===== src/rtl/leds_pkg.sv =====
// Shared constants for the LED trail PWM block.
//   LED_COUNT   : number of LED channels
//   BRIGHT_BITS : width of each brightness register
//   BRIGHT_MAX  : brightness loaded while an LED is the active scan position
//   PWM_MAX     : last PWM count before wrapping, giving a 255-cycle period
package leds_pkg;
    localparam int                   LED_COUNT   = 8;
    localparam int                   BRIGHT_BITS = 8;
    localparam logic [BRIGHT_BITS-1:0] BRIGHT_MAX = 8'd255;
    localparam logic [BRIGHT_BITS-1:0] PWM_MAX    = 8'd254;
endpackage


===== src/rtl/led_pwm_channel.sv =====
// One LED channel: brightness register with load/decay and the PWM compare flop.
//   clock      : system clock, rising edge
//   reset      : asynchronous active-high reset
//   load       : synchronized scan bit; forces full brightness
//   decay_tick : one-cycle pulse from the shared prescaler
//   pwm_cnt    : shared free-running PWM counter
//   led        : registered LED drive, high while bright > pwm_cnt
module led_pwm_channel
    import leds_pkg::*;
#(
    parameter logic [BRIGHT_BITS-1:0] DECAY_STEP = 8'd32
) (
    input  logic                   clock,
    input  logic                   reset,
    input  logic                   load,
    input  logic                   decay_tick,
    input  logic [BRIGHT_BITS-1:0] pwm_cnt,
    output logic                   led
);
    logic [BRIGHT_BITS-1:0] bright_q, bright_d;
    logic                   led_q, led_d;

    always_comb begin
        bright_d = bright_q;
        // Load outranks decay so an active LED never dims on a tick.
        if (load) begin
            bright_d = BRIGHT_MAX;
        end else if (decay_tick) begin
            bright_d = (bright_q > DECAY_STEP) ? bright_q - DECAY_STEP : '0;
        end
        // pwm_cnt tops out at 254, so 255 is always lit and 0 never is.
        led_d = (bright_q > pwm_cnt);
    end

    always_ff @(posedge clock or posedge reset) begin
        if (reset) begin
            bright_q <= '0;
            led_q    <= 1'b0;
        end else begin
            bright_q <= bright_d;
            led_q    <= led_d;
        end
    end

    assign led = led_q;
endmodule


===== src/rtl/led_trail_pwm.sv =====
// LED trail effect: each LED lights fully while it is the scan position and
// then fades out in DECAY_STEP decrements, rendered with a 255-cycle PWM.
//   clock   : system clock, rising edge
//   reset   : asynchronous active-high reset
//   leds_in : asynchronous one-hot (or any) scan pattern
//   leds    : registered PWM LED drive
module led_trail_pwm
    import leds_pkg::*;
#(
    parameter logic [31:0]            DECAY_TICKS = 32'd1_000_000,
    parameter logic [BRIGHT_BITS-1:0] DECAY_STEP  = 8'd32
) (
    input  logic                 clock,
    input  logic                 reset,
    input  logic [LED_COUNT-1:0] leds_in,
    output logic [LED_COUNT-1:0] leds
);
    logic [LED_COUNT-1:0]   sync1_q, sync1_d;
    logic [LED_COUNT-1:0]   sync2_q, sync2_d;
    logic [31:0]            presc_q, presc_d;
    logic [BRIGHT_BITS-1:0] pwm_q, pwm_d;
    logic                   decay_tick;

    always_comb begin
        sync1_d    = leds_in;
        sync2_d    = sync1_q;
        decay_tick = (presc_q == DECAY_TICKS - 32'd1);
        presc_d    = decay_tick ? '0 : presc_q + 32'd1;
        pwm_d      = (pwm_q == PWM_MAX) ? '0 : pwm_q + 8'd1;
    end

    always_ff @(posedge clock or posedge reset) begin
        if (reset) begin
            sync1_q <= '0;
            sync2_q <= '0;
            presc_q <= '0;
            pwm_q   <= '0;
        end else begin
            sync1_q <= sync1_d;
            sync2_q <= sync2_d;
            presc_q <= presc_d;
            pwm_q   <= pwm_d;
        end
    end

    for (genvar i = 0; i < LED_COUNT; i++) begin : g_ch
        led_pwm_channel #(
            .DECAY_STEP (DECAY_STEP)
        ) u_ch (
            .clock      (clock),
            .reset      (reset),
            .load       (sync2_q[i]),
            .decay_tick (decay_tick),
            .pwm_cnt    (pwm_q),
            .led        (leds[i])
        );
    end
endmodule

===== config.mk =====
export PLATFORM = sky130hd
export DESIGN_NAME = led_trail_pwm
export DESIGN_NICKNAME = d
export VERILOG_FILES = /design/src/rtl/leds_pkg.sv /design/src/rtl/led_pwm_channel.sv /design/src/rtl/led_trail_pwm.sv
export SDC_FILE = /design/constraint.sdc
export NUM_CORES = 1
export LEC_CHECK = 0
export CAP_MARGIN = 0
export CORE_MARGIN = 5
export CORE_UTILIZATION = 38
export CTS_CLUSTER_DIAMETER = 150
export DETAILED_ROUTE_END_ITERATION = 10
export PLACE_DENSITY = 0.64
export SLEW_MARGIN = 25
export SYNTH_ARGS = -nofsm -noshare
export SYNTH_HDL_FRONTEND = slang
export SYNTH_SLANG_ARGS = --single-unit

===== constraint.sdc =====
create_clock -name clock -period 4.5 [get_ports clock]
set_input_delay 1.35 -clock clock [delete_from_list [all_inputs] [get_ports clock]]
set_output_delay 1.35 -clock clock [all_outputs]
set_load 0.02 [all_outputs]

==> results by group, run 1 <==
Critical path
  – Reg2reg path depth: 7
  – Worst Path Arrival: 1.28 ns
  – Worst-path maximum fanout: 1
  – RR Endpoint: g_ch[0].u_ch.bright_q[7]
  – Crit-path cells: clkdlybuf4s50_1
  – Crit start category: flop
  – R2R Path Start: presc_q[0]
  – Setup crit end kind: output pin
  – Worst Setup SP: g_ch[7].u_ch.led
  – Kind of cell adding the most delay to the critical path: buffers and inverters
  – CP Buf/Inv Count: 1
  – CP max stage delay: 0.60 ns
  – Reg2reg setup slack: 2.22 ns
  – Required @ worst endpoint: 3.15 ns
  – Crit Path Category: flop to output pin
  – CP max stage cell: clkdlybuf4s50_1

Synthesis
  – Sequential cell area fraction in the yosys report: 43.3%
  – Distinct cells, synth: 40
  – Yosys reg bits: 96
  – Mapped Area: 5550 µm²
  – Warnings, synthesis: 0
  – Syn Nets: 618
  – Post-Syn Instances: 533
  – Avg Synthesized Cell Area: 10.4 µm²

STA
  – Max-slew headroom: 54.1%
  – Final Skew: 0.00868 ns
  – Endpoints failing setup: 0
  – Setup_tns: 0 ns
  – Hold Vio Cnt, Final: 0
  – Actual slew at the worst max-slew pin: 0.683 ns
  – Unrepaired setup endpoints after global routing: no
  – Min Tclk post-route: 2.63 ns
  – Max Freq: 381 MHz
  – Final worst-path cycle share: 58.4%
  – Slew Viols, Final: 0

Layout
  – Design area: 6120 µm²
  – Area Growth Syn to Fin: 10.3%
  – Fillers: 1328
  – Nets@finish: 633
  – Share of cells above drive strength 1: 4.52%
  – Ant diodes: 0
  – Post-Layout Cell Count: 737

Clocking
  – TritonCTS clock tree: done
  – CTS Buffer Depth: 2
  – Worst skew pair latency: 0.35 ns
  – Root Buffer: clkbuf_16
  – # H-tree levels: 3
  – Cts hold-fix bufs: 0
  – Post-CTS resize count: 0
  – Clock transition at path regs: 0.07 ns
  – Total clock sinks: 96
  – CTS buffer count: 9
  – Postcts setup bufs: 0

Min path
  – Hold Path Class: flop to flop
  – Hold path depth: 0
  – Hold Startpoint: sync1_q[5]
  – WHS Endpoint: sync2_q[5]

Route
  – WL final: 10900 µm
  – DR WL/cell: 14.8 µm
  – Vias: 3978
  – Vias per cell: 5.40
  – Initial DRT Pass Iterations: 4
  – Number of routed nets with antenna violations: 0
  – Drt drc: 0
  – Initial DRC count: 169

Placed design
  – Post-DP HPWL: 7470 µm
  – Placed insts: 721
  – IO Port Bufs: 17
  – RePlAce Congestion: 0.786
  – Placed inst area: 5850 µm²

Flow run
  – Max cap viols: 0

Die
  – Num ports: 18
  – CORE AREA: 14400 µm²
  – Die ar.: 17100 µm²
  – Die height: 131 µm
  – Initial Util: 38.5%
  – Die span in x: 131 µm
  – Site row count: 44

Power
  – Tot Pwr: 1.61 mW
  – Part of the power in the clock network: 44.0%
  – Comb pwr share: 1.7%
  – Leakage: 2.72 nW
  – Switching Fraction: 21.3%
  – Power per cell area: 263 nW/µm²
  – Max VDD drop: 0.186 mV
  – P_int: 1.27 mW
  – Net Switching: 0.344 mW
  – Sequential share of power: 54.3%

Outcome
  – Status: complete, no violations

Global route
  – Vias in the first global route: 4056
  – Total congestion overflow: 0
  – First-pass GRT wire length: 18500 µm
  – All-Layer GR Usage: 13.6%
  – Initial antenna violation count: 0
  – Largest net degree at the start of global routing: 53
==> how the worst max path moves through the flow <==
stage	endpoint	slack (ns)	cells after the start
after floorplan	g_ch[0].u_ch.bright_q[3]	0.64	1
after global placement	g_ch[7].u_ch.led	1.99	3
after detailed placement	presc_q[1]	1.95	3
after CTS	leds[7]	1.85	1
after global routing	leds[0]	1.83	1
final	leds[7]	1.87	1
==> power groups by stage <==
| stage | clock (mW) | combinational [mW] | sequential (mW) |
|---|---|---|---|
| 2_1_floorplan | 0 | 0.0133 | 0.890 |
| 3_3_place_gp | 0 | 0.0286 | 0.891 |
| 3_5_place_dp | 0 | 0.0296 | 0.891 |
| 4_1_cts | 0.733 | 0.0296 | 0.875 |
| 5_1_grt | 0.757 | 0.0325 | 0.876 |
| 6_report | 0.709 | 0.0276 | 0.875 |
==> stage by stage <==
step	hold slack, ns	setup WS (ns)	util [%]
after global routing	0.360	1.83	42.4
after floorplan	0.331	0.645	-
after detailed placement	0.337	1.95	40.6
after global placement	0.332	1.99	40.6
after CTS	0.352	1.85	42.4
final	0.348	1.87	42.4
==> cell families (layout without fill, tap and decap cells) <==
kind of cell | Yosys count | in the layout | share of synthesized area [%]
buffers and inverters | 53 | 73 | 4.91
AOI/OAI and AO/OA | 101 | 101 | 12.2
DFF | 96 | 96 | 43.3
and+or+nand+nor | 176 | 176 | 17.6
adders and majority gates | 75 | 75 | 16.9
xor gates and xnor gates | 32 | 32 | 5.05
==> flip-flops by register name, indices dropped and copies added, names as in the netlist <==
| name | cells |
|---|---|
| sync1_q | 8 |
| g_ch.u_ch.bright_q | 32 |
| sync2_q | 8 |
| presc_q | 32 |
| g_ch.u_ch.led | 8 |
| pwm_q | 8 |
==> layout by cell type (no fill, tap or decap), drive strengths merged, types with 6 or more instances in the layout <==
master,n
dfrtp,96
ha,75
nor2,40
inv,37
a21oi,27
nand2,26
nand4,25
xnor2,20
nor2b,18
clkdlybuf4s50,17
a211o,16
nand3,16
a21o,14
o31ai,14
clkbuf,13
xor2,12
nor3,12
o21ai,10
nor4b,9
nand2b,8
o22ai,8
nor4,6
a211oi,6
==> synthesized netlist by cell type (all sizes together) <==
cell type	number	share of area, %
nor2b	18	2.0
a21oi	27	2.4
o21ai	10	0.90
or3	3	0.43
nand2	26	1.8
nand4b	1	0.16
nand2b	8	0.90
xnor2	20	3.2
inv	37	2.5
nor4b	9	1.9
a211oi	6	0.81
nor2	40	2.7
nor3	12	1.2
a211o	16	2.5
and3	5	0.56
and2	2	0.23
a221oi	1	0.16
nor4	6	0.68
buf	14	2.3
and4	5	0.79
a21o	14	1.9
clkbuf	2	0.16
a31o	1	0.16
o31ai	14	1.9
ha	75	17
o311ai	2	0.32
nand4	25	2.8
dfrtp	96	43
xor2	12	1.9
o22ai	8	0.90
nand3	16	1.5
a31oi	2	0.23
==> area by class of cell <==
class	count	area (µm²)	area share, %
timing repair buffer	20	205	3.35
inverter	37	141	2.31
clock buffer	13	250	4.09
tap	184	230	3.76
multi-input combinational	384	2880	47.0
clock inverter	3	17.5	0.286
sequential	96	2400	39.2
==> routing by layer <==
metal  track usage (%)  wire [µm]
met5                 0          0
met1              16.4       4950
met4              6.65        308
met3              3.17        285
met2              23.0       5340
No activity file was read; power rests on OpenSTA's default activity.
==> run 2: changes to the inputs <==
clock period = 2.65 ns   (was 4.5 ns; I/O delays follow)
==> run 2 against run 1 <==
Die area unchanged. Critical path depth increased by 6. Power increased by 74%. Highest routed layer unchanged. Hold slack got worse by 0.013 ns. Critical path type is now flop to flop. Utilization increased by 0.61 points. Global-route usage increased by 0.36 points. Sequential share of layout area decreased by 0.55 points. Sequential power increased by 70%. Register-to-register slack got worse by 1.9 ns. Via count increased by 0.60%. Clock power increased by 79%.
==> results by group, run 2 (synthesized netlist as in run 1, its figures left out) <==
Outcome
  – Status: complete, no violations

Global route
  – Total congestion overflow: 0
  – All-Layer GR Usage: 14.0%
  – First-pass GRT wire length: 19000 µm
  – Largest net degree at the start of global routing: 45
  – Initial antenna violation count: 0
  – Vias in the first global route: 4047

Die
  – Die span in x: 131 µm
  – Num ports: 18
  – Die ar.: 17100 µm²
  – CORE AREA: 14400 µm²
  – Site row count: 44
  – Die height: 131 µm
  – Initial Util: 38.5%

Route
  – DR WL/cell: 14.8 µm
  – WL final: 11000 µm
  – Vias per cell: 5.39
  – Initial DRC count: 219
  – Vias: 4002
  – Number of routed nets with antenna violations: 0
  – Initial DRT Pass Iterations: 4
  – Drt drc: 0

Layout
  – Ant diodes: 0
  – Area Growth Syn to Fin: 11.9%
  – Nets@finish: 639
  – Most common cell after layout, fill and taps aside: dfrtp_1
  – Post-Layout Cell Count: 743
  – Most frequent cells in the layout: dfrtp_1, ha_1, nor2_1, inv_1, a21oi_1
  – Largest registers: g_ch.u_ch.bright_q (32), presc_q (32)
  – Share of cells above drive strength 1: 6.08%
  – Final core occ: 43.1%

Power
  – Tot Pwr: 2.81 mW
  – Max VDD drop: 0.413 mV
  – Leakage: 2.77 nW
  – Power per cell area: 452 nW/µm²

STA
  – Actual slew at the worst max-slew pin: 0.707 ns
  – Final worst-path cycle share: 88.3%
  – Endpoints failing setup: 0
  – Max-slew headroom: 52.5%
  – Max Freq: 427 MHz
  – Slew Viols, Final: 0
  – Min Tclk post-route: 2.34 ns
  – Unrepaired setup endpoints after global routing: no
  – Final Skew: 0.0112 ns
  – Hold Vio Cnt, Final: 0
  – Setup_tns: 0 ns

Critical path
  – Required @ worst endpoint: 2.95 ns
  – Worst-path maximum fanout: 44
  – Setup crit end kind: flop
  – Worst Path Arrival: 2.64 ns
  – Crit start category: flop
  – Crit Path Category: flop to flop

Clocking
  – TritonCTS clock tree: done
  – Worst skew pair latency: 0.35 ns
  – # H-tree levels: 3
  – Postcts setup bufs: 0
  – Total clock sinks: 96
  – Clock transition at path regs: 0.07 ns
  – CTS buffer count: 9
  – CTS Buffer Depth: 2
  – Root Buffer: clkbuf_16
  – Post-CTS resize count: 0
  – Cts hold-fix bufs: 0

Placed design
  – Placed insts: 727
  – RePlAce Congestion: 0.763
  – Post-DP HPWL: 7770 µm
  – IO Port Bufs: 17

Min path
  – Hold Path Class: flop to flop

Flow run
  – Max cap viols: 0
## run 2: changes by cell type in the layout (fill, tap and decap cells not counted), sizes merged
cell | before | now
clkinvlp | 1 | 2
inv | 37 | 40
clkbuf | 13 | 9
buf | 3 | 9
## run 2: power breakdown
| group | switching (mW) | internal [mW] |
|---|---|---|
| Clock | 0.613 | 0.653 |
| Combinational | 0.0327 | 0.0222 |
| Sequential | 0.00932 | 1.48 |
| Total | 0.655 | 2.15 |
## run 2: per-stage QoR
stage | hold WS, ns | worst slack [ns] | cell area, µm²
final | 0.335 | 0.311 | 6210
after global routing | 0.354 | 0.175 | 6210
after CTS | 0.343 | 0.308 | 6210
after detailed placement | 0.335 | 0.319 | 5930
after global placement | 0.335 | 0.443 | 5930
after floorplan | 0.331 | 0.558 | 5550
## run 2: cell type report
class	instances	area [µm²]
flip-flops and latches	96	2400
clock inverters	7	58.8
inverters	37	143
multi-input cells	384	2880
clock buffers	9	225
fillers	1390	8210
repair buffers	26	275
well taps	184	230
## run 2: worst paths after layout
check                                            to  startpoint  slack (ns)  depth (start not counted)
hold reg to reg                          sync2_q[7]  sync1_q[7]        0.34                          0
min in group asynchronous               presc_q[10]       reset        0.88                          2
setup / recovery           g_ch[0].u_ch.bright_q[7]  presc_q[0]        0.31                          7
setup reg to reg           g_ch[0].u_ch.bright_q[7]  presc_q[0]        0.31                          7
max in group asynchronous  g_ch[4].u_ch.bright_q[3]       reset        1.23                          3
hold / removal                           sync2_q[7]  sync1_q[7]        0.34                          0
## run 2: critical path: stages (launching register included)
cell and delay, ns:
dfrtp_1 0.41, ha_1 0.23, nand3_2 0.12, or3_4 0.40, or3_1 0.31, buf_4 0.28
nor4b_1 0.37, a211o_1 0.16
## run 2: metal layers
layer / vias up / wire length (µm) / global-route usage (%)
li1: 1974 / - / -
met1: 1979 / 4840 / 16.7
met2: 36 / 5650 / 24.5
met3: 13 / 356 / 3.94
met4: 0 / 153 / 4.36
met5: - / 0 / 0
